## src/rtl/control_unit_bist.sv

```systemverilog
// control_unit_bist
// Built-in self-test engine for the control unit. It drives every opcode and
// every R-type function code into the unit, one vector per clock. Each cycle
// it folds the decoded control word into a 32-bit MISR. When the sweep ends
// it compares the final signature with a golden constant.
//
// Ports
//   CLK, RST     clock; synchronous active-high reset
//   start        begin a sweep (honoured in IDLE or DONE only)
//   op, func     vector driven to the control unit (registered)
//   ALUOp .. halt decoded control unit outputs, compressed every RUN cycle
//   busy         high while sweeping
//   done         high once a sweep has completed
//   pass         final signature matched EXPECTED_SIG (valid with done)
//   signature    current MISR contents
module control_unit_bist #(
    parameter logic [31:0] EXPECTED_SIG = 32'h0000_0000,
    parameter logic [31:0] SEED         = 32'hFFFF_FFFF
) (
    input  logic        CLK,
    input  logic        RST,
    input  logic        start,
    output logic [5:0]  op,
    output logic [5:0]  func,
    input  logic [3:0]  ALUOp,
    input  logic        ExtOp,
    input  logic [1:0]  MemtoReg,
    input  logic [1:0]  PCSrc,
    input  logic        RegDst,
    input  logic        RegWr,
    input  logic        ALUSrc,
    input  logic        MemRd,
    input  logic        MemWr,
    input  logic        shift,
    input  logic        jal,
    input  logic        branch,
    input  logic        halt,
    output logic        busy,
    output logic        done,
    output logic        pass,
    output logic [31:0] signature
);

    typedef enum logic [1:0] {
        IDLE = 2'd0,
        RUN  = 2'd1,
        DONE = 2'd2
    } state_t;

    state_t      state, state_nxt;
    logic [5:0]  op_nxt, func_nxt;
    logic [31:0] sig_nxt, sig_step;
    logic        pass_nxt;
    logic [17:0] cw;

    // One MISR step: shift left, fold in the feedback taps when the MSB
    // falls out, then XOR in the control word.
    function automatic logic [31:0] misr_step(input logic [31:0] sig,
                                              input logic [17:0] word);
        logic [31:0] fb;
        fb = sig[31] ? 32'h0040_0007 : 32'h0000_0000;
        return {sig[30:0], 1'b0} ^ fb ^ {14'b0, word};
    endfunction

    assign cw = {ALUOp, ExtOp, MemtoReg, PCSrc, RegDst, RegWr, ALUSrc,
                 MemRd, MemWr, shift, jal, branch, halt};

    assign sig_step = misr_step(signature, cw);

    // Status flags decode directly from the state flops.
    assign busy = (state == RUN);
    assign done = (state == DONE);

    always_comb begin
        state_nxt = state;
        op_nxt    = op;
        func_nxt  = func;
        sig_nxt   = signature;
        pass_nxt  = pass;
        case (state)
            IDLE, DONE: begin
                if (start) begin
                    state_nxt = RUN;
                    op_nxt    = 6'd0;
                    func_nxt  = 6'd0;
                    sig_nxt   = SEED;
                    pass_nxt  = 1'b0;
                end
            end
            RUN: begin
                sig_nxt = sig_step;
                if (op == 6'd63) begin
                    // Last vector is compressed on this edge. The verdict uses
                    // the signature that is being written, not the stale one.
                    state_nxt = DONE;
                    op_nxt    = 6'd0;
                    func_nxt  = 6'd0;
                    pass_nxt  = (sig_step == EXPECTED_SIG);
                end else if (op == 6'd0 && func != 6'd63) begin
                    func_nxt = func + 6'd1;
                end else begin
                    // The R-type sweep is finished (or already past it).
                    // Step the opcode with func held at 0.
                    op_nxt   = op + 6'd1;
                    func_nxt = 6'd0;
                end
            end
            default: begin
                state_nxt = IDLE;
                op_nxt    = 6'd0;
                func_nxt  = 6'd0;
            end
        endcase
    end

    always_ff @(posedge CLK) begin
        if (RST) begin
            state     <= IDLE;
            op        <= 6'd0;
            func      <= 6'd0;
            signature <= SEED;
            pass      <= 1'b0;
        end else begin
            state     <= state_nxt;
            op        <= op_nxt;
            func      <= func_nxt;
            signature <= sig_nxt;
            pass      <= pass_nxt;
        end
    end

endmodule

```

## config.mk

```make
export PLATFORM = sky130hd
export DESIGN_NAME = control_unit_bist
export DESIGN_NICKNAME = d
export VERILOG_FILES = /design/src/rtl/control_unit_bist.sv
export SDC_FILE = /design/constraint.sdc
export NUM_CORES = 1
export LEC_CHECK = 0
export CORE_AREA = 5 5 76 92
export DETAILED_ROUTE_END_ITERATION = 12
export DIE_AREA = 0 0 81 97
export PLACE_DENSITY_LB_ADDON = 0.25
export SETUP_SLACK_MARGIN = 0.2
export SYNTH_ARGS = -nofsm -noshare
export SYNTH_HDL_FRONTEND = slang
export SYNTH_SLANG_ARGS = --single-unit
```

## constraint.sdc

```tcl
create_clock -name CLK -period 2.5 [get_ports CLK]
set_input_delay 0.5 -clock CLK [delete_from_list [all_inputs] [get_ports CLK]]
set_output_delay 0.5 -clock CLK [all_outputs]
set_load 0.005 [all_outputs]
```

==> flow_metrics.env <==
export IMPL_drt_pass1_iterations=4
export IMPL_fp_coreArea_sq_um=5970
export IMPL_peakVddDrop_mv=0.303
export IMPL_crit_start="state[0]"
export IMPL_cp_start_kind="register"
export IMPL_fp_dieH_um=97
export IMPL_die_w_um=81
export IMPL_io_pins=68
export IMPL_setup_viol=0
export IMPL_synth_ff_type="dfxtp_1"
export IMPL_yosysSeqAreaShare_pct=46.0
export IMPL_grt_antenna_before_repair=0
export IMPL_hpwl_um=4220
export IMPL_clk_path_buf_depth=2
export IMPL_die_area_sq_um=7860
export IMPL_met1Wirelength_um=2590
export IMPL_vias_per_cell=5.15
export IMPL_dr_max_layer_used="met4"
export IMPL_htree_levels=2
export IMPL_worstPathRequired_ns=2.00
export IMPL_root_buffer="clkbuf_8"
export IMPL_worst_pin_slew_ns=0.947
export IMPL_slew_viol_final=0
export IMPL_globalRouteOverflowTotal=0
export IMPL_crit_fanout=6
export IMPL_leakage_uw=0.00102
export IMPL_area_growth_pct=40.7
export IMPL_postPlaceCellArea_sq_um=2810
export IMPL_num_antenna_cells=0
export IMPL_vias=1880
export IMPL_powerDensity_nw_per_um2=559
export IMPL_synth_warnings=0
export IMPL_syn_area_per_cell_sq_um=9.43
export IMPL_syn_inst=217
export IMPL_synth_cell_type_count=36
export IMPL_port_buffers=67
export IMPL_routed_wl_um=5760
export IMPL_yosys_register_bits=47
export IMPL_grt_pass1_wl_um=9270
export IMPL_rrSetupSlack_ns=0.72
export IMPL_cts_tree="built"
export IMPL_wl_met3_um=370
export IMPL_dp_cells=359
export IMPL_nets=308
export IMPL_r2r_start="state[1]"
export IMPL_async_reset_ff_share_pct=0
export IMPL_synth_cell_area_sq_um=2050
export IMPL_finalNonFillerCells=365
export IMPL_place_ws_ns=0.233
export IMPL_layout_drive_gt1_share_pct=4.95
export IMPL_fin_crit_sh_pct=82.2
export IMPL_post_cts_resized=0
export IMPL_postCtsHoldBufs=0
export IMPL_slew_headroom_pct=36.9
export IMPL_r2r_cells=4
export IMPL_synth_top_area_share_pct=46.0
export IMPL_min_delay_path_class="register to register"
export IMPL_numCtsBuffers=5
export IMPL_syn_num_nets=241
export IMPL_endpoint_kind="output port"
export IMPL_finalInstanceArea_sq_um=2880
export IMPL_track_usage_pct=15.0
export IMPL_clk_pin_slew_ns=0.08
export IMPL_r2r_end="signature[7]"
export IMPL_grt_max_degree=26
export IMPL_start_util_pct=34.2
export IMPL_crit_end="busy"
export IMPL_finClkSkew_ns=0.00863
export IMPL_rows=31
export IMPL_hold_violations=0
export IMPL_rsz0062_at_grt="false"
export IMPL_fin_tns_setup_ns=0
export IMPL_wl_per_cell_um=15.8
export IMPL_numClockSinks=47
export IMPL_drc=0
export IMPL_synth_edf_count=0
export IMPL_cap_viol_max_count=0
export IMPL_gp_congestion=0.826
export IMPL_postCtsSetupBuffers=0
export IMPL_ant_nets=0
export IMPL_clk_latency_ns=0.30
export IMPL_p_total_uw=1610
export IMPL_fmax_ghz=0.487
export IMPL_grt_pass1_vias=1880
export IMPL_first_iter_violations=107
export IMPL_timing_final_ws_setup_ns=0.445
export IMPL_dr_wl_met2_um=2690
export IMPL_yosysTopAreaCell="dfxtp_1"
export IMPL_period_needed_ns=2.06
export IMPL_crit_arrival_ns=1.56
export IMPL_crit_type="register to output port"
export IMPL_ys_top_cells_by_area="dfxtp_1 46%, a221o_1 10%, xor2_1 8.1%, nor2_1 4.4%, nand2_1 3.7%"
export IMPL_status="completed"
==> worst max-delay path, cell delays in order, from the launching register on <==
cell and delay (ns):
dfxtp_1 0.38, nand2b_1 0.08, inv_1 0.20, clkdlybuf4s50_1 0.58
==> layer usage <==
metal | GRT usage, % | vias to the layer above
li1 | - | 918
met5 | 0 | -
met2 | 23.1 | 63
met3 | 4.74 | 7
met4 | 4.94 | 0
met1 | 19.6 | 892
==> per-stage QoR <==
stage / hold WS [ns] / utilization (%)
3_5_place_dp: 0.489 / 47.0
2_1_floorplan: 0.474 / -
3_3_place_gp: 0.481 / 47.0
5_1_grt: 0.528 / 48.2
6_report: 0.504 / 48.2
4_1_cts: 0.499 / 48.2
==> sequential cells by signal (all words and copies together) (netlist names) <==
signal and flops:
signature 32, func 6, op 6, state 2
pass 1
==> worst min-delay path by stage <==
stage / from / to / slack (ns) / depth (start not counted)
after CTS: func[1] / func[1] / 0.50 / 2
after global routing: func[1] / func[1] / 0.53 / 2
after global placement: func[1] / func[1] / 0.48 / 2
after floorplan: pass / pass / 0.47 / 1
after detailed placement: func[1] / func[1] / 0.49 / 2
final: func[1] / func[1] / 0.50 / 2
==> area by class of cell <==
type                       count  area, sq um
sequential                    47          941
fill                         614         3100
clock buffer                   6         72.6
multi-input combinational    152         1030
inverter                       5         18.8
timing repair buffer          73          716
tap                           82          103
==> synth_stat cells, types with 2 or more instances <==
cell type  instances
nand3_1            5
xnor2_1            6
a211o_1            2
o2111ai_1          2
a221o_1           21
nand2b_1           3
inv_1              5
nor2_1            24
clkbuf_1          10
or4_1              3
nand2_1           20
mux2i_1            2
nor2b_1            3
a21oi_1            4
o21ai_0            6
ha_1               3
a221o_2            2
xor2_1            19
and2_1             2
nor4_1             5
nand4_1            2
dfxtp_1           47
o22ai_1            4
buf_2              2
nor3_1             3
o21a_1             2
==> power by group <==
part	switching, uW	leakage, uW	total (uW)	internal (uW)
Clock	238	0.0000371	425	187
Sequential	55.4	0.000386	852	796
Combinational	148	0.000597	333	185
==> cells by family after synthesis <==
family | after synthesis | share of synthesized area (%)
multiplexers | 2 | 0.979
flip-flops | 47 | 46.0
AO/OA/AOI/OAI | 47 | 19.1
AND/OR/NAND/NOR | 75 | 17.6
adder cells (fa/ha/maj) | 3 | 1.84
XOR/XNOR | 25 | 10.7
buffers and inverters | 18 | 3.79
==> placed cells by master, fill, tap and decap left out, types with 6 or more instances in the layout <==
| master | n |
|---|---|
| a221o_1 | 21 |
| buf_4 | 6 |
| xor2_1 | 19 |
| clkdlybuf4s50_1 | 67 |
| xnor2_1 | 6 |
| o21ai_0 | 6 |
| nor2_1 | 24 |
| nand2_1 | 20 |
| dfxtp_1 | 47 |
No activity file was read; power rests on OpenSTA's default activity.
